==> config.mk <==
export PLATFORM = sky130hd
export DESIGN_NAME = adder_vector_sequencer
export DESIGN_NICKNAME = d
export VERILOG_FILES = /design/src/rtl/adder_vector_sequencer.sv
export SDC_FILE = /design/constraint.sdc
export NUM_CORES = 1
export LEC_CHECK = 0
export BUFFER_PORTS_ARGS = -buffer_cell sky130_fd_sc_hd__buf_4
export CORE_UTILIZATION = 35
export DETAILED_ROUTE_END_ITERATION = 8
export SLEW_MARGIN = 20
export SYNTH_ARGS = -nofsm -noshare
export SYNTH_HDL_FRONTEND = slang
export SYNTH_SLANG_ARGS = --single-unit
==> constraint.sdc <==
create_clock -name clk -period 8.8 [get_ports clk]
set_clock_uncertainty 0.05 [all_clocks]
set_input_delay 1.32 -clock clk [delete_from_list [all_inputs] [get_ports clk]]
set_output_delay 1.32 -clock clk [all_outputs]
set_load 0.01 [all_outputs]
==> src/rtl/adder_vector_sequencer.sv <==
// adder_vector_sequencer
// Drives a deterministic operand sequence into the CLA-vs-CRA comparison top,
// holds each vector while both adders settle, samples compare, and keeps
// vector/mismatch counts plus a capture of the first failing vector.
//
// Ports:
//   clk, rst          clock and asynchronous active-high reset
//   start             run request, honoured only in IDLE or DONE
//   compare           1 when the two adder sums agree
//   A, B, cIn         operands driven to the comparison top
//   busy, done        run in progress / run finished
//   vec_count         vectors sampled in the current run
//   err_count         mismatches in the current run (saturating)
//   first_err_*       operands of the first mismatching vector
//
// state  | meaning
// IDLE   | waiting for start after reset
// APPLY  | operands held, settle counter running
// SAMPLE | closing cycle of a vector; compare is sampled at its end
// DONE   | run complete, results and last vector held
module adder_vector_sequencer #(
  parameter int          NUM_VECTORS   = 1000,
  parameter int          SETTLE_CYCLES = 4,
  parameter logic [31:0] SEED          = 32'hACE1_2B3D
) (
  input  logic        clk,
  input  logic        rst,
  input  logic        start,
  input  logic        compare,
  output logic [31:0] A,
  output logic [31:0] B,
  output logic        cIn,
  output logic        busy,
  output logic        done,
  output logic [15:0] vec_count,
  output logic [15:0] err_count,
  output logic        first_err_valid,
  output logic [31:0] first_err_A,
  output logic [31:0] first_err_B,
  output logic        first_err_cIn
);

  typedef enum logic [1:0] {IDLE, APPLY, SAMPLE, DONE} state_t;

  // An all-zero Galois LFSR would lock up, so a zero seed becomes 1.
  localparam logic [31:0] SEED_EFF = (SEED == 32'h0) ? 32'h1 : SEED;
  localparam logic [31:0] POLY     = 32'h8020_0003;
  localparam logic [15:0] LAST_CNT = 16'(SETTLE_CYCLES - 1);
  localparam logic [15:0] NUM_V    = 16'(NUM_VECTORS);

  state_t      state, state_nxt;
  logic [15:0] settle_cnt;
  logic [31:0] lfsr;
  logic [31:0] lfsr_1, lfsr_2;
  logic [15:0] next_idx;
  logic        start_run;
  logic        settle_end;
  logic        last_vec;

  function automatic logic [31:0] lfsr_step(input logic [31:0] s);
    lfsr_step = s[0] ? ((s >> 1) ^ POLY) : (s >> 1);
  endfunction

  assign lfsr_1     = lfsr_step(lfsr);
  assign lfsr_2     = lfsr_step(lfsr_1);
  assign next_idx   = vec_count + 16'd1;
  assign start_run  = start && (state == IDLE || state == DONE);
  assign settle_end = (settle_cnt == LAST_CNT);
  assign last_vec   = (next_idx == NUM_V);

  always_ff @(posedge clk or posedge rst) begin
    if (rst) state <= IDLE;
    else     state <= state_nxt;
  end

  always_comb begin
    state_nxt = state;
    unique case (state)
      IDLE:    if (start_run) state_nxt = APPLY;
      APPLY:   if (settle_end) state_nxt = SAMPLE;
      SAMPLE:  state_nxt = last_vec ? DONE : APPLY;
      DONE:    if (start_run) state_nxt = APPLY;
      default: state_nxt = IDLE;
    endcase
  end

  always_comb begin
    busy = 1'b0;
    done = 1'b0;
    unique case (state)
      APPLY, SAMPLE: busy = 1'b1;
      DONE:          done = 1'b1;
      default:       ;
    endcase
  end

  always_ff @(posedge clk or posedge rst) begin
    if (rst) begin
      A               <= 32'h0;
      B               <= 32'h0;
      cIn             <= 1'b0;
      vec_count       <= 16'h0;
      err_count       <= 16'h0;
      first_err_valid <= 1'b0;
      first_err_A     <= 32'h0;
      first_err_B     <= 32'h0;
      first_err_cIn   <= 1'b0;
      settle_cnt      <= 16'h0;
      lfsr            <= SEED_EFF;
    end else begin
      unique case (state)
        IDLE, DONE: begin
          if (start) begin
            A               <= 32'h0;
            B               <= 32'h0;
            cIn             <= 1'b0;
            vec_count       <= 16'h0;
            err_count       <= 16'h0;
            first_err_valid <= 1'b0;
            first_err_A     <= 32'h0;
            first_err_B     <= 32'h0;
            first_err_cIn   <= 1'b0;
            settle_cnt      <= 16'h0;
            lfsr            <= SEED_EFF;
          end
        end
        APPLY: begin
          settle_cnt <= settle_end ? 16'h0 : settle_cnt + 16'd1;
        end
        SAMPLE: begin
          vec_count <= next_idx;
          if (!compare) begin
            if (err_count != 16'hFFFF) err_count <= err_count + 16'd1;
            if (!first_err_valid) begin
              first_err_valid <= 1'b1;
              first_err_A     <= A;
              first_err_B     <= B;
              first_err_cIn   <= cIn;
            end
          end
          // The final vector stays on the outputs through DONE.
          if (!last_vec) begin
            if (next_idx == 16'd1) begin
              A   <= 32'hFFFF_FFFF;
              B   <= 32'h0;
              cIn <= 1'b1;
            end else if (next_idx == 16'd2) begin
              A   <= 32'hFFFF_FFFF;
              B   <= 32'hFFFF_FFFF;
              cIn <= 1'b1;
            end else begin
              A    <= lfsr_1;
              B    <= lfsr_2;
              cIn  <= lfsr_1[31] ^ lfsr_2[0];
              lfsr <= lfsr_2;
            end
          end
        end
        default: ;
      endcase
    end
  end

endmodule

==> results of run 1 <==
## registers in the layout (all words and copies together), names as in the netlist
name,cells
err_count,16
first_err_A,32
cIn,1
settle_cnt,16
A,32
first_err_B,32
vec_count,16
state,2
first_err_cIn,1
first_err_valid,1
B,32
lfsr,32
## worst max path at each step
stage	startpoint	endpoint	slack [ns]	cells after the start
3_3_place_gp	vec_count[0]	lfsr[0]	4.79	9
6_report	vec_count[0]	A[13]	4.83	10
5_1_grt	vec_count[0]	A[1]	4.52	10
4_1_cts	vec_count[0]	B[6]	4.65	9
2_1_floorplan	rst	A[0]	1.64	1
3_5_place_dp	vec_count[0]	B[15]	4.66	9
## cells by family (layout without fill, tap and decap cells)
kind of cell,count (synthesis),in the layout,share of synthesized area
and+or+nand+nor,199,199,0.112
DFF,213,213,0.568
xor gates and xnor gates,32,32,0.0298
adders and majority gates,10,10,0.0133
muxes,2,2,0.00213
buffers and inverters,98,250,0.0425
AOI/OAI and AO/OA,316,316,0.232
## where the power goes
group / switching, mW / leakage, nW / internal (mW)
logic: 0.725 / 2.08 / 0.407
registers: 0.180 / 2.89 / 1.16
clock network: 0.395 / 0.417 / 0.659
## stage by stage
stage | power, mW | instances | utilization | hold WS, ns
floorplan | 2.00 | 870 | - | 0.439
global placement | 2.50 | 1314 | 0.417 | 0.418
detailed placement | 2.51 | 1314 | 0.417 | 0.431
CTS | 3.58 | 1357 | 0.449 | 0.444
global route | 3.75 | 1357 | 0.449 | 0.466
finish | 3.53 | 1357 | 0.449 | 0.435
## tightest hold or removal path: stages (launching register included)
cell	delay (ns)
dfrtp_1	0.34
nand2_1	0.04
o21ai_0	0.06
## layout make-up
cell class / count / share of cell area
clock buffer: 31 / 0.0576
tap: 335 / 0.0356
multi-input combinational: 559 / 0.315
sequential: 213 / 0.455
timing repair buffer: 178 / 0.114
inverter: 29 / 0.00989
clock inverter: 12 / 0.0138
## layer usage
| metal | share of wire | track usage | vias up |
|---|---|---|---|
| li1 | - | - | 3464 |
| met1 | 0.47 | 0.263 | 3650 |
| met2 | 0.46 | 0.275 | 217 |
| met3 | 0.054 | 0.0253 | 32 |
| met4 | 0.017 | 0.0459 | 0 |
| met5 | 0 | 0 | - |
## layout by cell type (no fill, tap or decap), drive strengths merged, types with 10 or more instances in the layout
cell     Yosys  layout
dfrtp      196     196
buf         19     178
o21ai      140     140
nor2        68      68
a22o        63      63
o2bb2ai     40      40
nand2       38      38
clkbuf      50      31
inv         29      29
xor2        20      20
nand3       19      19
dfstp       17      17
or3         16      16
a21oi       15      15
nand4       13      13
xnor2       12      12
nor4        11      11
ha          10      10
==> impl_metrics.ini, run 1 <==
[outcome]
status = complete, but fails checks
violations = design-rule violations

[cells_and_area]
final_nets = 1019
diodes = 0
fill_cells = 2488
syn_to_final_growth_pct = 25.0
regArea_sq_mm = 0.00535
drive_above_1_share = 0.250
multiInputGateArea_sq_mm = 0.00371
final_area_sq_mm = 0.0118

[power_and_ir_drop]
p_leak_nw = 5.38
power.density_mw_per_mm2 = 300
vdd_drop_max_mv = 0.185

[die]
die_area_sq_mm = 0.0276
initial_core_util = 0.359
io_pins = 169
die_w_um = 166
fp-row-count = 59
fp.coreArea_sq_mm = 0.0262
die_h_um = 166

[yosys]
syn_area_sq_mm = 0.00942
yosysMostFrequentCell = dfrtp_1
synth-edff-count = 0
synth-seq-area-share = 0.568
synth_top_cells_by_count = dfrtp_1, o21ai_0, nor2_1
syn_inst = 870
synthArstFlopShare = 1.00
syn_avg_cell_area_sq_um = 10.8
yosysTopAreaCell = dfrtp_1
synth_cell_types = 61
syn_nets = 884
synth_top_area_frac = 0.521
yosys_most_used_dff = dfrtp_1
ys_warn_count = 0
synth-seq-cells = 213
ys_top_cells_by_area = dfrtp_1, o21ai_0, a22o_1, dfstp_2, o2bb2ai_1

[job]
maxCapViolations = 0

[global_route]
grt_first_pass_wirelength_mm = 40.5
grt.overflow.total = 0
grt_pass1_vias = 7027
grt_max_degree = 139
grt_usage = 0.179
antenna_found_initial = 0

[hold_path]
min_path_cells = 2
whs_endpoint = first_err_cIn
holdCritStartpoint = first_err_cIn
min_path_type = reg2reg

[sta]
final.setup.tns_ns = 0
fin_crit_sh = 0.451
fin_ws_ns = 4.83
tightestPinTransition_ns = 1.01
hold_viol = 0
rsz0062_at_grt = false
setup_viol = 0
timing.fmax_mhz = 252
fin_crit_ns = 3.97
relSlewSlack = 0.322
final_max_slew_viol_count = 0

[setup_path]
reg2reg_depth = 10
crit_chain = ha_1, nand3_1, nor4_1, mux2i_1, o211ai_4, nor4_4, buf_4, nand2b_2, buf_4, o21ai_0
worst-setup-path-type = reg2reg
cpLargestDelayFamily = simple AND/OR/NAND/NOR gates
cp_common_cell = buf_4
reg2reg_setup_slack_ns = 4.83
required_ns = 9.11
r2r_end = A[13]
start_kind = flop
crit_path_max_fanout = 66
cp.arrival_ns = 4.28
crit_path_top_delay_cell = buf_4
worstSetupEndpointType = flop
r2r-start = vec_count[0]
max_stage_delay_ns = 0.53
crit_buf_inv = 2

[routing]
ant_nets = 0
first_pass_iters = 7
wl_per_cell_um = 17.9
wirelength_mm = 24.3
drt_iter0_drc = 554
viasPerCell = 5.43
drc = 9
vias = 7363

[clock_network]
cts-htree-levels = 1
path_clk_slew_ns = 0.06
clock_path_buffers = 3
holdBufCountCts = 0
cts_resized = 0
cts-root-buf = clkbuf_16
cts_tree = yes
cts.sinks = 213
cts_inserted_buffers = 24
insertion_delay_ns = 0.51
post_cts_buffers = 0

[placement]
dp_hpwl_mm = 15.5
place_ws_ns = 4.66
placed_cell_area_sq_mm = 0.0109
portBuffers = 168
gp_congestion = 0.823
Power figures use the tool's default switching activity.
==> inputs of run 2 (changes only) <==
clock period = 3.31 ns   (was 8.8 ns; I/O delays follow)
==> run 2 against run 1 <==
Effect of this change:
- the flow still finishes with violations (design-rule violations)
- register-to-register slack lost 4.6 ns
- highest routed layer unchanged
- global-route usage rose by 0.30 points
- fmax increased by 31%
- critical path type unchanged
==> impl_metrics.ini, run 2 (same netlist as run 1, synthesis figures left out) <==
[outcome]
status = complete, but fails checks
violations = design-rule violations

[cells_and_area]
fill_cells = 2424
drive_above_1_share = 0.270
final_util = 0.462
final_area_sq_mm = 0.0121
final_common_cell = buf_4
final_nets = 1046
diodes = 0
layout_common_cells = buf_4, dfrtp_1, o21ai_0, nor2_1, a22o_1
syn_to_final_growth_pct = 28.6

[routing]
wl_per_cell_um = 18.1
vias = 7477
first_pass_iters = 7
wirelength_mm = 25.0
viasPerCell = 5.40
drc = 13
ant_nets = 0
drt_iter0_drc = 578

[clock_network]
cts_resized = 0
cts_tree = yes
clock_path_buffers = 3
path_clk_slew_ns = 0.06
cts-htree-levels = 1
cts.sinks = 213
cts-root-buf = clkbuf_16
holdBufCountCts = 0
post_cts_buffers = 0
cts_inserted_buffers = 24
insertion_delay_ns = 0.52

[global_route]
grt_first_pass_wirelength_mm = 40.9
antenna_found_initial = 0
grt.overflow.total = 0
grt_pass1_vias = 7293
grt_usage = 0.182
grt_max_degree = 63

[die]
fp.coreArea_sq_mm = 0.0262
fp-row-count = 59
io_pins = 169
die_w_um = 166
die_h_um = 166
initial_core_util = 0.359
die_area_sq_mm = 0.0276

[sta]
setup_viol = 0
final_max_slew_viol_count = 0
final.setup.tns_ns = 0
fin_crit_sh = 0.915
rsz0062_at_grt = false
tightestPinTransition_ns = 0.924
hold_viol = 0
fin_ws_ns = 0.281
relSlewSlack = 0.382
timing.fmax_mhz = 330
fin_crit_ns = 3.03

[setup_path]
required_ns = 3.64
cp.arrival_ns = 3.36
worstSetupEndpointType = flop
crit_buf_inv = 2
crit_path_max_fanout = 38
cp_common_cell = buf_4
cpLargestDelayFamily = simple AND/OR/NAND/NOR gates
max_stage_delay_ns = 0.47
worst-setup-path-type = reg2reg
crit_path_top_delay_cell = nor4_4
start_kind = flop
crit_chain = buf_4, nand3_1, nor4_1, mux2i_1, o211ai_4, nor4_4, nand2b_2, buf_4, o21ai_0

[power_and_ir_drop]
power.density_mw_per_mm2 = 804
vdd_drop_max_mv = 0.389
p_leak_nw = 5.55

[placement]
placed_cell_area_sq_mm = 0.0112
dp_hpwl_mm = 16.6
gp_congestion = 0.870
portBuffers = 168
place_ws_ns = 0.328

[hold_path]
min_path_type = in2async

[job]
maxCapViolations = 0
-- run 2: changes by cell type in the layout (fill, tap and decap cells not counted), sizes merged --
cell,previous run,this run
bufinv,4,6
inv,29,28
clkinvlp,1,5
clkbuf,31,27
buf,178,205
-- run 2: area by class of cell --
| type | instances | area, sq um | area share |
|---|---|---|---|
| Timing Repair Buffer | 205 | 1630 | 0.134 |
| Tap cell | 335 | 419 | 0.0346 |
| Inverter | 29 | 113 | 0.00930 |
| Clock inverter | 17 | 264 | 0.0218 |
| Clock buffer | 27 | 632 | 0.0522 |
| Sequential cell | 213 | 5350 | 0.442 |
| Multi-Input combinational cell | 559 | 3700 | 0.306 |
-- run 2: metal layers --
layer  GRT usage  up-vias  wire length, um
li1            -     3511                -
met1       0.268     3723            11800
met2       0.278      210            11500
met3      0.0288       33             1370
met4      0.0455        0              450
met5           0        -                0
-- run 2: final timing paths --
path	slack, ns	start	endpoint	cells past startpoint
max in group asynchronous	2.32	rst	lfsr[8]	3
setup / recovery	0.28	vec_count[2]	A[27]	9
hold reg to reg	0.43	first_err_B[31]	first_err_B[31]	2
hold / removal	0.09	rst	B[21]	2
min in group clk	0.29	compare	err_count[1]	2
setup reg to reg	0.28	vec_count[2]	A[27]	9
-- run 2: stage by stage --
stage / instances / hold slack, ns / power (mW)
floorplan: 870 / 0.439 / 5.32
global placement: 1341 / 0.418 / 6.80
detailed placement: 1341 / 0.430 / 6.83
CTS: 1385 / 0.0932 / 9.85
global route: 1385 / 0.123 / 10.3
finish: 1385 / 0.0869 / 9.73
-- run 2: power breakdown --
| group | internal [mW] | switching [mW] | leakage [nW] |
|---|---|---|---|
| registers | 3.09 | 0.454 | 2.89 |
| clock network | 1.85 | 1.12 | 0.427 |
| logic | 1.21 | 2.00 | 2.23 |
| total | 6.15 | 3.57 | 5.55 |
==> inputs of run 3 (changes only) <==
CORE_MARGIN = 2   (was unset)
==> run 3 against run 2 <==
Effect of this change:
- the flow now finishes without violations
- first-iteration DRC count shrank 19%
- register-to-register slack lost 0.08 ns
- final area shrank 0.25%
- utilization shrank 0.88 points
- fmax shrank 2.6%
- die area grew 2.4%
- clock power shrank 10%
- sequential share of layout area grew 0.11 points
- combinational power grew 2%
- worst hold slack gained 0.040 ns
- global-route usage shrank 0.57 points
- critical path type unchanged
- critical endpoint is now lfsr[26]
- largest cell class unchanged
==> impl_metrics.ini, run 3 (same netlist as run 1, synthesis figures left out) <==
[outcome]
status = finished clean

[cells_and_area]
syn_to_final_growth_pct = 28.3
final_nets = 1052
final_common_cell = buf_4
final_area_sq_mm = 0.0121
layout_common_cells = buf_4, dfrtp_1, o21ai_0, nor2_1, a22o_1
diodes = 0
drive_above_1_share = 0.269

[sta]
setup_viol = 0
final_max_slew_viol_count = 0
tightestPinTransition_ns = 0.932
fin_crit_sh = 0.940
relSlewSlack = 0.377
fin_crit_ns = 3.11
hold_viol = 0
rsz0062_at_grt = false
timing.fmax_mhz = 322
final.setup.tns_ns = 0

[routing]
ant_nets = 0
vias = 7407
wirelength_mm = 25.0
drt_iter0_drc = 470
viasPerCell = 5.30
drc = 0
wl_per_cell_um = 17.9
first_pass_iters = 5

[hold_path]
min_path_type = in2async

[clock_network]
path_clk_slew_ns = 0.06
post_cts_buffers = 0
cts_inserted_buffers = 24
cts-root-buf = clkbuf_16
cts.sinks = 213
insertion_delay_ns = 0.52
cts_tree = yes
cts-htree-levels = 1
holdBufCountCts = 0
clock_path_buffers = 3

[power_and_ir_drop]
vdd_drop_max_mv = 0.456
power.density_mw_per_mm2 = 786
p_leak_nw = 5.55

[placement]
dp_hpwl_mm = 16.7
placed_cell_area_sq_mm = 0.0113
portBuffers = 168
gp_congestion = 0.787

[die]
fp.coreArea_sq_mm = 0.0267
die_w_um = 168
initial_core_util = 0.353
die_h_um = 168
fp-row-count = 60
die_area_sq_mm = 0.0282
io_pins = 169

[job]
maxCapViolations = 0

[global_route]
grt_pass1_vias = 7330
grt_max_degree = 66
antenna_found_initial = 0
grt_usage = 0.176
grt_first_pass_wirelength_mm = 40.6
grt.overflow.total = 0

[setup_path]
crit_path_top_delay_cell = a211oi_4
cpLargestDelayFamily = compound AO/OA/AOI/OAI gates
cp.arrival_ns = 3.50
worst-setup-path-type = reg2reg
crit_buf_inv = 1
crit_path_max_fanout = 21
worstSetupEndpointType = flop
max_stage_delay_ns = 0.81
required_ns = 3.70
start_kind = flop
crit_chain = nand4_4, or3_1, a41o_1, a31oi_4, nor4_4, a211oi_4, buf_6, a2bb2oi_1
## run 3: final timing paths
check	start	to	slack, ns	cells after the start
max in group asynchronous	rst	err_count[14]	2.24	3
min in group clk	compare	err_count[1]	0.28	2
setup reg to reg	vec_count[5]	lfsr[26]	0.20	8
hold / removal	rst	first_err_B[24]	0.13	2
hold reg to reg	first_err_cIn	first_err_cIn	0.43	2
setup / recovery	vec_count[5]	lfsr[26]	0.20	8
## run 3: layout make-up
cell class                      count  area, sq um
Fill cell                        2461        14600
Sequential cell                   213         5350
Tap cell                          341          427
Multi-Input combinational cell    559         3700
Clock buffer                       39          748
Clock inverter                      5         56.3
Inverter                           29          113
Timing Repair Buffer              211         1680
## run 3: timing repair
action | 4_1_cts | 5_1_grt
setup endpoints to repair | 0 | 23
gates resized for setup | 0 | 2
hold endpoints to repair | 0 | 0
## run 3: power by group
group	switching, mW	internal [mW]
combinational	2.01	1.27
clock	1.06	1.62
sequential	0.445	3.09
total	3.51	5.97
## run 3: stage by stage
step	power [mW]	utilization	cells	hold WS, ns	setup WS (ns)
floorplan	5.32	-	870	0.439	0.00721
global placement	6.87	0.423	1353	0.418	0.152
detailed placement	6.88	0.423	1353	0.426	0.129
CTS	9.60	0.453	1397	0.154	0.101
global route	10.1	0.453	1397	0.198	0.0159
finish	9.49	0.453	1397	0.127	0.200
## run 3: worst register-to-register path, delay by kind of cell, from the launching register on
kind,cells,cell delay (ns)
AND/OR/NAND/NOR,3,0.72
flip-flops,1,0.40
AO/OA/AOI/OAI,4,1.62
buffers and inverters,1,0.25
## run 3: routing by layer
layer / vias to the layer above / share of wire / track usage / routed length, um
met4: 0 / 0.017 / 0.0408 / 435
met2: 197 / 0.46 / 0.276 / 11500
met1: 3658 / 0.46 / 0.254 / 11600
met5: - / 0 / 0 / 0
li1: 3523 / - / - / -
met3: 29 / 0.057 / 0.0327 / 1420
